## config.mk

```make
export PLATFORM = sky130hd
export DESIGN_NAME = mips_harvard_mem_sequencer_flat
export DESIGN_NICKNAME = d
export VERILOG_FILES = /design/src/rtl/mips_harvard_mem_sequencer_pkg.sv /design/src/rtl/mips_harvard_mem_sequencer_if.sv /design/src/rtl/mips_harvard_mem_sequencer_wait_timer.sv /design/src/rtl/mips_harvard_mem_sequencer.sv /design/src/flat_wrapper.sv
export SDC_FILE = /design/constraint.sdc
export NUM_CORES = 1
export LEC_CHECK = 0
export ABC_AREA = 1
export CAP_MARGIN = 10
export CORE_AREA = 2 2 106 108
export CTS_BUF_LIST = sky130_fd_sc_hd__clkbuf_4 sky130_fd_sc_hd__clkbuf_8
export CTS_CLUSTER_SIZE = 30
export DETAILED_ROUTE_END_ITERATION = 12
export DIE_AREA = 0 0 108 110
export PLACE_DENSITY = 0.84
export SLEW_MARGIN = 20
export SYNTH_ARGS = -nofsm -noshare
export SYNTH_HDL_FRONTEND = slang
export SYNTH_HIERARCHICAL = 1
export SYNTH_SLANG_ARGS = --single-unit
```

## constraint.sdc

```tcl
create_clock -name clk -period 5.5 [get_ports clk]
set_input_delay 1.1 -clock clk [delete_from_list [all_inputs] [get_ports clk]]
set_output_delay 1.1 -clock clk [all_outputs]
set_load 0.02 [all_outputs]
```

## src/rtl/mips_harvard_mem_sequencer_pkg.sv

```systemverilog
// Shared types and constants for the Harvard-CPU-to-unified-memory sequencer.
package mips_mem_seq_pkg;

   typedef enum logic [2:0] {
      ST_IDLE,
      ST_FETCH,
      ST_DECIDE,
      ST_DATA,
      ST_COMMIT,
      ST_HALTED
   } mem_seq_state_t;

   localparam logic [3:0]  BYTEEN_WORD      = 4'hF;
   localparam logic [31:0] RESET_VECTOR_DEF = 32'hBFC00000;

endpackage

```

## src/rtl/mips_harvard_mem_sequencer_if.sv

```systemverilog
// Unified Avalon-style memory port with wait-request.
interface mips_mem_seq_if;
   logic [31:0] mem_address;
   logic        mem_read;
   logic        mem_write;
   logic [31:0] mem_writedata;
   logic [3:0]  mem_byteenable;
   logic [31:0] mem_readdata;
   logic        mem_waitrequest;

   modport master (
      output mem_address, mem_read, mem_write, mem_writedata, mem_byteenable,
      input  mem_readdata, mem_waitrequest
   );

   modport slave (
      input  mem_address, mem_read, mem_write, mem_writedata, mem_byteenable,
      output mem_readdata, mem_waitrequest
   );
endinterface

```

## src/rtl/mips_harvard_mem_sequencer_wait_timer.sv

```systemverilog
// Wait-request timeout: down-counter loaded with WAIT_MAX, terminal count at 1.
module mips_wait_timer #(
   parameter int WAIT_MAX = 16
) (
   input  logic clk,
   input  logic reset,
   input  logic clear_i,
   input  logic load_i,
   input  logic en_i,
   output logic expired_o
);

   localparam int CNT_W = (WAIT_MAX < 2) ? 1 : $clog2(WAIT_MAX + 1);

   logic [CNT_W-1:0] cnt_q;

   always_ff @(posedge clk or posedge reset) begin
      if (reset) begin
         cnt_q <= '0;
      end else if (clear_i) begin
         cnt_q <= '0;
      end else if (load_i) begin
         cnt_q <= CNT_W'(WAIT_MAX);
      end else if (en_i && (cnt_q != '0)) begin
         cnt_q <= cnt_q - CNT_W'(1);
      end
   end

   // Expires on the WAIT_MAX-th consecutive stalled cycle; WAIT_MAX=0 never expires.
   generate
      if (WAIT_MAX == 0) begin : g_never
         assign expired_o = 1'b0;
      end else begin : g_tc
         assign expired_o = en_i && (cnt_q == CNT_W'(1));
      end
   endgenerate

endmodule

```

## src/rtl/mips_harvard_mem_sequencer.sv

```systemverilog
// Sequences a Harvard MIPS core onto one unified memory port.
// Optional perf counters enabled by defining MIPS_MEM_SEQ_PERF_EN.
//
// state  | meaning
// IDLE   | out of reset, fetch starts next cycle
// FETCH  | instruction read on the bus
// DECIDE | CPU decodes latched instruction, pick data access
// DATA   | single load or store on the bus
// COMMIT | one-cycle clk_enable to the CPU
// HALTED | stopped (CPU inactive or error), exit only via reset
module mips_harvard_mem_sequencer
   import mips_mem_seq_pkg::*;
#(
   parameter int          WAIT_MAX     = 16,
   parameter logic [31:0] RESET_VECTOR = RESET_VECTOR_DEF
) (
   input  logic                  clk,
   input  logic                  reset,
   input  logic                  cpu_active,
   input  logic [31:0]           cpu_instr_address,
   input  logic [31:0]           cpu_data_address,
   input  logic                  cpu_data_read,
   input  logic                  cpu_data_write,
   input  logic [31:0]           cpu_data_writedata,
   output logic [31:0]           cpu_instr_readdata,
   output logic [31:0]           cpu_data_readdata,
   output logic                  cpu_clk_enable,
   mips_mem_seq_if.master        mem_if,
`ifdef MIPS_MEM_SEQ_PERF_EN
   output logic [31:0]           perf_instr_count,
   output logic [31:0]           perf_stall_count,
`endif
   output logic                  busy,
   output logic                  err
);

   mem_seq_state_t state_q;
   logic [31:0]    instr_q, rdata_q;
   logic           clk_en_q, rd_q, wr_q, busy_q, err_q;
   logic           in_access, stall, expired;
   logic [31:0]    addr_mux, wdata_mux;

   assign in_access = (state_q == ST_FETCH) || (state_q == ST_DATA);
   assign stall     = in_access && mem_if.mem_waitrequest;

   mips_wait_timer #(.WAIT_MAX(WAIT_MAX)) u_wait_timer (
      .clk       (clk),
      .reset     (reset),
      .clear_i   (state_q == ST_HALTED),
      .load_i    (!in_access),
      .en_i      (stall),
      .expired_o (expired)
   );

   always_ff @(posedge clk or posedge reset) begin
      if (reset) begin
         state_q  <= ST_IDLE;
         instr_q  <= '0;
         rdata_q  <= '0;
         clk_en_q <= 1'b0;
         rd_q     <= 1'b0;
         wr_q     <= 1'b0;
         busy_q   <= 1'b0;
         err_q    <= 1'b0;
      end else begin
         clk_en_q <= 1'b0;
         case (state_q)
            ST_IDLE: begin
               // A wrong first address is only flagged; the fetch still goes ahead.
               if (cpu_instr_address != RESET_VECTOR) err_q <= 1'b1;
               rd_q    <= 1'b1;
               busy_q  <= 1'b1;
               state_q <= ST_FETCH;
            end
            ST_FETCH: begin
               if (!mem_if.mem_waitrequest) begin
                  instr_q <= mem_if.mem_readdata;
                  rd_q    <= 1'b0;
                  state_q <= ST_DECIDE;
               end else if (expired) begin
                  err_q   <= 1'b1;
                  rd_q    <= 1'b0;
                  busy_q  <= 1'b0;
                  state_q <= ST_HALTED;
               end
            end
            ST_DECIDE: begin
               if (cpu_data_read && cpu_data_write) begin
                  err_q   <= 1'b1;
                  busy_q  <= 1'b0;
                  state_q <= ST_HALTED;
               end else if (cpu_data_read || cpu_data_write) begin
                  rd_q    <= cpu_data_read;
                  wr_q    <= cpu_data_write;
                  state_q <= ST_DATA;
               end else begin
                  clk_en_q <= 1'b1;
                  state_q  <= ST_COMMIT;
               end
            end
            ST_DATA: begin
               if (!mem_if.mem_waitrequest) begin
                  if (rd_q) rdata_q <= mem_if.mem_readdata;
                  rd_q     <= 1'b0;
                  wr_q     <= 1'b0;
                  clk_en_q <= 1'b1;
                  state_q  <= ST_COMMIT;
               end else if (expired) begin
                  err_q   <= 1'b1;
                  rd_q    <= 1'b0;
                  wr_q    <= 1'b0;
                  busy_q  <= 1'b0;
                  state_q <= ST_HALTED;
               end
            end
            ST_COMMIT: begin
               if (cpu_active) begin
                  rd_q    <= 1'b1;
                  state_q <= ST_FETCH;
               end else begin
                  busy_q  <= 1'b0;
                  state_q <= ST_HALTED;
               end
            end
            default: begin
               rd_q    <= 1'b0;
               wr_q    <= 1'b0;
               busy_q  <= 1'b0;
               state_q <= ST_HALTED;
            end
         endcase
      end
   end

   // The CPU's PC advances on the commit edge, so the fetch address is taken live.
   always_comb begin
      addr_mux  = '0;
      wdata_mux = '0;
      case (state_q)
         ST_FETCH: addr_mux = cpu_instr_address;
         ST_DATA: begin
            addr_mux = cpu_data_address;
            if (wr_q) wdata_mux = cpu_data_writedata;
         end
         default: ;
      endcase
   end

   assign mem_if.mem_address    = addr_mux;
   assign mem_if.mem_read       = rd_q;
   assign mem_if.mem_write      = wr_q;
   assign mem_if.mem_writedata  = wdata_mux;
   assign mem_if.mem_byteenable = (rd_q || wr_q) ? BYTEEN_WORD : 4'h0;

   assign cpu_instr_readdata = instr_q;
   assign cpu_data_readdata  = rdata_q;
   assign cpu_clk_enable     = clk_en_q;
   assign busy               = busy_q;
   assign err                = err_q;

`ifdef MIPS_MEM_SEQ_PERF_EN
   logic [31:0] perf_instr_q, perf_stall_q;

   always_ff @(posedge clk or posedge reset) begin
      if (reset) begin
         perf_instr_q <= '0;
         perf_stall_q <= '0;
      end else begin
         if (state_q == ST_COMMIT) perf_instr_q <= perf_instr_q + 32'd1;
         if (stall)                perf_stall_q <= perf_stall_q + 32'd1;
      end
   end

   assign perf_instr_count = perf_instr_q;
   assign perf_stall_count = perf_stall_q;
`endif

endmodule

```

## src/flat_wrapper.sv

```systemverilog
// flat-port wrapper written by rule: the top's interface ports become plain ports
module mips_harvard_mem_sequencer_flat import mips_mem_seq_pkg::*;
#(
   parameter int          WAIT_MAX     = 16,
   parameter logic [31:0] RESET_VECTOR = RESET_VECTOR_DEF
)
  (clk, reset, cpu_active, cpu_instr_address, cpu_data_address, cpu_data_read, cpu_data_write, cpu_data_writedata, cpu_instr_readdata, cpu_data_readdata, cpu_clk_enable, busy, err, mem_if_mem_address, mem_if_mem_read, mem_if_mem_write, mem_if_mem_writedata, mem_if_mem_byteenable, mem_if_mem_readdata, mem_if_mem_waitrequest);
  mips_mem_seq_if mem_if_i ();
  input  logic clk;
  input  logic reset;
  input  logic cpu_active;
  input  logic [31:0] cpu_instr_address;
  input  logic [31:0] cpu_data_address;
  input  logic cpu_data_read;
  input  logic cpu_data_write;
  input  logic [31:0] cpu_data_writedata;
  output logic [31:0] cpu_instr_readdata;
  output logic [31:0] cpu_data_readdata;
  output logic cpu_clk_enable;
  output logic busy;
  output logic err;
  output wire logic [$bits(mem_if_i.mem_address)-1:0] mem_if_mem_address;
  output wire logic [$bits(mem_if_i.mem_read)-1:0] mem_if_mem_read;
  output wire logic [$bits(mem_if_i.mem_write)-1:0] mem_if_mem_write;
  output wire logic [$bits(mem_if_i.mem_writedata)-1:0] mem_if_mem_writedata;
  output wire logic [$bits(mem_if_i.mem_byteenable)-1:0] mem_if_mem_byteenable;
  input wire logic [$bits(mem_if_i.mem_readdata)-1:0] mem_if_mem_readdata;
  input wire logic [$bits(mem_if_i.mem_waitrequest)-1:0] mem_if_mem_waitrequest;
  assign mem_if_mem_address = mem_if_i.mem_address;
  assign mem_if_mem_read = mem_if_i.mem_read;
  assign mem_if_mem_write = mem_if_i.mem_write;
  assign mem_if_mem_writedata = mem_if_i.mem_writedata;
  assign mem_if_mem_byteenable = mem_if_i.mem_byteenable;
  assign mem_if_i.mem_readdata = mem_if_mem_readdata;
  assign mem_if_i.mem_waitrequest = mem_if_mem_waitrequest;
  mips_harvard_mem_sequencer #(.WAIT_MAX(WAIT_MAX), .RESET_VECTOR(RESET_VECTOR)) u_core (.clk(clk), .reset(reset), .cpu_active(cpu_active), .cpu_instr_address(cpu_instr_address), .cpu_data_address(cpu_data_address), .cpu_data_read(cpu_data_read), .cpu_data_write(cpu_data_write), .cpu_data_writedata(cpu_data_writedata), .cpu_instr_readdata(cpu_instr_readdata), .cpu_data_readdata(cpu_data_readdata), .cpu_clk_enable(cpu_clk_enable), .mem_if(mem_if_i), .busy(busy), .err(err));
endmodule
```

==> metrics, run 1 <==
synth top area cells=dfrtp_1 48%, nand2_1 12%, a22o_1 6.8%; top cell type's share of synthesized area=48.25%; IO Port Bufs=270; die area=11880 um^2; total overflow reported by the global router=0; Worst Hold Class=register to register; CTS Buf Count=9; Antenna diodes=0; worst-path cell chain=nand2_2 > nor2_8 > inv_1 > nor2_1 > clkdlybuf4s50_1; Slew Limit Headroom=34.48%; layout cells sized above 1=5.326%; Synth Flop Type=dfrtp_1; PD cells=497.7 nW/um^2; worst IR drop on VDD=0.0002831 V; type of the worst setup path=register to primary output; status=finished, final reports clean; post-CTS setup buffer count=0; clock buffer depth=2; Mean Syn Cell Area=8.085 um^2; Commonest cells post-synth=130 x nand2_1, 77 x dfrtp_1, 56 x nor2_1; Max Cap Viol=0; Mapped Cells=494; design area=6932 um^2; post-DP HPWL=10.98 mm; final WL=14.30 mm; Tmin final=4.061 ns; Placeable Area=10700 um^2; Final Hold Fails=0; dominant cell type by area after synthesis=dfrtp_1; ANT nets after route=0; Least-Margin Pin Slew=0.9829 ns; Layout Nets=886; largest net degree at the start of global routing=66; root buffer cell=clkbuf_8; GRT Total Usage=22.63%; Post-synth EDFFs=0; Final Util=64.80%; Ys Warns=6; Slew Viols, Final=0; Inst Count DP=876; # rows=38; register area share after synthesis=48.25%; unique cell type count in the Yosys netlist=30; DP Area=6710 um^2; Reg clk slew, reported paths=0.08 ns; asr flop ratio synth=100.0%; Worst Path Required=4.40 ns; Net Count, Synth=633; vias in the first global route=4139; Layout area overhead=73.56%; Leak=0.003022 uW; clk_lat worst skew=0.34 ns; DR iter-0 viols=351; arrival time worst endpoint=2.96 ns; final worst slack=1.439 ns; first-pass GRT wire length=21.06 mm; initial core utilization=37.33%; setup repair after global routing missed its margin=false; wire per inst=16.05 um; H-tree lvl count=3; Setup TNS=0 ns; filler-free cell count of the finished design=891; Crit Path Max Fanout=36; # IOs=271; First-pass DRT Iterations=5; Hold Buf Count CTS=0; CP Launch Type=register; initial antenna violation count=0; Final Wtd Congestion=0.8651; chip width=108 um; Largest stage delay, worst path=0.66 ns; post-CTS sizing=0; Worst Setup End Kind=primary output; Worst path slowest cell=clkdlybuf4s50_1; DP Worst Slack=1.839 ns; fin crit share=73.83%; Sink Count=77; fmax=246.3 MHz; Yosys reg bits=77; Final Skew=0.01017 ns; Netlist Area Pre-Place=3994 um^2; DRC violations left=0; Setup Viol. Count Final=0; TritonCTS clock tree=built; DR vias/cell=4.896; Die H=110 um; vias=4362; most common cell in the netlist=nand2_1
-- routing by layer --
metal | track usage, % | vias to the layer above | routed length (um)
met5 | 0 | - | 0
met4 | 7.692 | 0 | 312
met3 | 5.350 | 30 | 1059
met2 | 41.46 | 194 | 7560
met1 | 25.94 | 2038 | 5370
li1 | - | 2100 | -
-- where the power goes --
part	internal (uW)	switching (uW)	leakage, uW	total, uW
clock	267	203	0.000105	469
sequential	815	158	0.000984	973
combinational	917	1090	0.00193	2010
-- logic make-up (layout without fill, tap and decap cells) --
logic type                 after synthesis  after routing  synth area share [%]
adders and majority gates                5              5                 1.566
and+or+nand+nor                        216            216                 22.56
buffers and inverters                   85            342                 9.649
DFF                                     77             77                 48.25
AOI/OAI and AO/OA                      111            111                 17.98
-- area by class of cell --
class | instances | area, um^2
Clock buffer | 10 | 137.6
Clock inverter | 5 | 83.83
Multi-Input combinational cell | 332 | 1684
Fill cell | 893 | 3766
Sequential cell | 77 | 1927
Timing Repair Buffer | 272 | 2718
Tap cell | 140 | 175.2
Inverter | 55 | 206.4
-- final timing paths --
check	startpoint	to	slack, ns	depth (start not counted)
worst max-delay path	u_core/state_q[1]	mem_if_mem_writedata[12]	1.44	5
worst min-delay path	u_core/err	u_core/err	0.48	2
worst max register to register	u_core/state_q[1]	u_core/cpu_data_readdata[19]	3.22	4
worst min register to register	u_core/err	u_core/err	0.48	2
max in group asynchronous	reset	u_core/cpu_instr_readdata[25]	3.34	3
min in group asynchronous	reset	u_core/u_wait_timer/cnt_q[3]	1.00	2
-- cells in the final DEF (no fill, tap or decap), drive strengths merged --
cell type and count:
a21oi 3, a22o 31, a32o 1, and2 1
buf 2, bufinv 2, clkbuf 10, clkdlybuf4s50 270
clkinvlp 2, dfrtp 77, ha 5, inv 56
nand2 134, nand3 12, nand4 4, nor2 58
nor3 5, o2111ai 1, o211ai 1, o21ai 73
o22ai 1, or2 2
-- stage by stage --
stage / hold slack, ns / total power [uW]
finish: 0.4798 / 3450
global route: 0.5145 / 3659
CTS: 0.4861 / 3472
detailed placement: 0.4667 / 2986
global placement: 0.4531 / 2920
floorplan: 0.5048 / 2066
-- flip-flops by register name, indices dropped and copies added, names as in the netlist --
register	count
u_core/busy	1
u_core/cpu_clk_enable	1
u_core/cpu_data_readdata	32
u_core/cpu_instr_readdata	32
u_core/err	1
u_core/mem_if.mem_read	1
u_core/mem_if.mem_write	1
u_core/state_q	3
u_core/u_wait_timer/cnt_q	5
-- critical path, delay by kind of cell (launching register included) --
family,cells,cell delay [ns]
DFF,1,0.52
and+or+nand+nor,3,0.90
buffers and inverters,2,1.19
No activity file was read; power rests on OpenSTA's default activity.
==> run 2, diff against run 1 <==
--- a/config.mk
+++ b/config.mk
@@ -7,12 +7,12 @@
 export LEC_CHECK = 0
 export ABC_AREA = 1
 export CAP_MARGIN = 10
-export CORE_AREA = 2 2 106 108
+export CORE_MARGIN = 2
+export CORE_UTILIZATION = 33
 export CTS_BUF_LIST = sky130_fd_sc_hd__clkbuf_4 sky130_fd_sc_hd__clkbuf_8
 export CTS_CLUSTER_SIZE = 30
 export DETAILED_ROUTE_END_ITERATION = 12
-export DIE_AREA = 0 0 108 110
-export PLACE_DENSITY = 0.84
+export PLACE_DENSITY = 0.79
 export SLEW_MARGIN = 20
 export SYNTH_ARGS = -nofsm -noshare
 export SYNTH_HDL_FRONTEND = slang
==> constraint.sdc (replaced) <==
create_clock -name clk -period 3.5 [get_ports clk]
set_input_delay 0.7 -clock clk [delete_from_list [all_inputs] [get_ports clk]]
set_output_delay 0.7 -clock clk [all_outputs]
set_load 0.02 [all_outputs]
==> metrics, run 2 (synthesis results as in run 1) <==
arrival time worst endpoint=2.50 ns (was 2.96 ns); Final Hold Fails=0 (unchanged); Slew Limit Headroom=39.09% (was 34.48%); initial antenna violation count=0 (unchanged); Reg clk slew, reported paths=0.08 ns (about the same); post-DP HPWL=10.92 mm (was 10.98 mm); worst-path cell chain=inv_2 > nand2_2 > nor2_4 > a22o_1 > clkdlybuf4s50_1 (was nand2_2 > nor2_8 > inv_1 > nor2_1 > clkdlybuf4s50_1); Final Wtd Congestion=0.8794 (was 0.8651); fmax=312.3 MHz; DRC violations left=0 (unchanged); Layout fillers=1042 (was 893); clock buffer depth=2 (unchanged); Slew Viols, Final=0 (unchanged); root buffer cell=clkbuf_8 (unchanged); layout cells sized above 1=5.578% (was 5.326%); Max Cap Viol=0 (unchanged); largest delay contributor family on the critical path=simple AND/OR/NAND/NOR gates (was buffers and inverters); DP Worst Slack=0.6848 ns (was 1.839 ns); Multi-input gate area=1684 um^2 (unchanged); worst path buffer plus inverter count=2 (unchanged); IO Port Bufs=270 (unchanged); total overflow reported by the global router=0 (unchanged); Layout Nets=888 (was 886); Sink Count=77 (unchanged); wire per inst=15.50 um (was 16.05 um); Layout area overhead=74.25% (was 73.56%); met1 usage=26.82% (was 25.94%); TritonCTS clock tree=built (unchanged); share of power burned in the clock network=13.3% (was 13.6%); First-pass DRT Iterations=5 (unchanged); Antenna diodes=0 (unchanged); post-CTS setup buffer count=0 (unchanged); Leak=0.003042 uW (was 0.003022 uW); Least-Margin Pin Slew=0.9127 ns (was 0.9829 ns); DR vias/cell=4.796 (was 4.896); Placeable Area=11910 um^2 (was 10700 um^2); type of the worst setup path=register to primary output (unchanged); PD cells=773.8 nW/um^2 (was 497.7 nW/um^2); Largest stage delay, worst path=0.61 ns (was 0.66 ns); initial core utilization=33.53% (was 37.33%); largest net degree at the start of global routing=66 (unchanged); # IOs=271 (unchanged); switch share=41.64% (was 42.05%); most frequent cells in the layout=270 x clkdlybuf4s50_1, 129 x nand2_1, 77 x dfrtp_1 (unchanged); Internal=3143 uW (was 1999 uW); Setup TNS=0 ns (unchanged); Comb power frac=58.6% (was 58.2%); fin crit share=91.49%; Crit Path Max Fanout=32 (was 36); net switching power figure=2242 uW (was 1451 uW); Final Util=58.42% (was 64.80%); Register Area=1927 um^2 (unchanged); status=finished, final reports clean (unchanged); final worst slack=0.2980 ns (was 1.439 ns); clk_lat worst skew=0.33 ns (was 0.34 ns); DR iter-0 viols=369 (was 351); Final Skew=0.008958 ns (was 0.01017 ns); met3 global-route usage=5.154% (was 5.350%); DP Area=6746 um^2 (was 6710 um^2); die area=13000 um^2 (was 11880 um^2); Die H=114.0 um (was 110 um); Worst Hold Class=register to register (unchanged); post-CTS sizing=0 (unchanged); final WL=13.95 mm (was 14.30 mm); hold slack=0.4806 ns (was 0.4798 ns); Worst path slowest cell=nor2_4 (was clkdlybuf4s50_1); GRT Total Usage=20.56% (was 22.63%); worst IR drop on VDD=0.0002889 V (was 0.0002831 V); H-tree lvl count=3 (unchanged); Hold Buf Count CTS=0 (unchanged); Tmin final=3.202 ns; setup repair after global routing missed its margin=false (unchanged); CP Launch Type=register (unchanged); vias=4316 (was 4362); met2 GRT Util=33.45% (was 41.46%); vias in the first global route=4237 (was 4139); Flop pwr share=28.2% (about the same); ANT nets after route=0 (unchanged); commonest non-fill, non-tap cell in the layout=clkdlybuf4s50_1 (unchanged); CTS Buf Count=9 (unchanged); Worst Path Required=2.80 ns (was 4.40 ns); chip width=114.0 um (was 108 um); Most Crowded Layer GR=met2 (unchanged); design area=6959 um^2 (was 6932 um^2); Worst Setup End Kind=primary output (unchanged); first-pass GRT wire length=21.33 mm (was 21.06 mm); Setup Viol. Count Final=0 (unchanged); # rows=40 (was 38)
[run 2: cell count changes in the layout (fill, tap and decap cells not counted)]
cell and delta:
clkbuf_4 +2, clkinvlp_4 -2, buf_12 +1, buf_4 +1
clkbuf_8 -1, clkinv_2 +1, clkinv_4 +1, inv_6 -1
[run 2: cell type report]
class                      instances  share of cell area (%)
multi-input combinational        332                   24.20
clock buffer                      11                   1.996
inverter                          55                   2.967
timing repair buffer             274                   39.45
sequential                        77                   27.69
clock inverter                     4                   1.061
tap                              147                   2.643
[run 2: power by group through the flow]
stage	registers (uW)	logic [uW]	clock network, uW
final	1520	3150	714
after global routing	1570	3360	774
after CTS	1520	3170	735
after detailed placement	1540	3150	0
after global placement	1510	3080	0
after floorplan	1930	1310	0
[run 2: worst min-delay path, delay by kind of cell, from the launching register on]
| kind | cells | cell delay (ns) |
|---|---|---|
| and+or+nand+nor | 1 | 0.05 |
| buffers and inverters | 1 | 0.04 |
| DFF | 1 | 0.36 |
[run 2: final timing paths]
kind	start	end	slack, ns	cells past startpoint
min in group asynchronous	reset	u_core/u_wait_timer/cnt_q[4]	0.65	2
setup reg to reg	u_core/state_q[1]	u_core/cpu_data_readdata[5]	1.20	6
setup / recovery	u_core/state_q[2]	mem_if_mem_address[12]	0.30	5
hold reg to reg	u_core/err	u_core/err	0.48	2
max in group asynchronous	reset	u_core/cpu_data_readdata[5]	2.18	3
hold / removal	u_core/err	u_core/err	0.48	2
[run 2: stage by stage]
step | total power, uW | instances
5_1_grt | 5708 | 900
3_5_place_dp | 4684 | 885
4_1_cts | 5420 | 900
2_1_floorplan | 3247 | 494
6_report | 5385 | 900
3_3_place_gp | 4591 | 885
[run 2: metal layers]
layer | vias up | wire length [um]
met5 | - | 0
met4 | 0 | 263
met3 | 22 | 1114
met2 | 201 | 6790
met1 | 1997 | 5781
li1 | 2096 | -
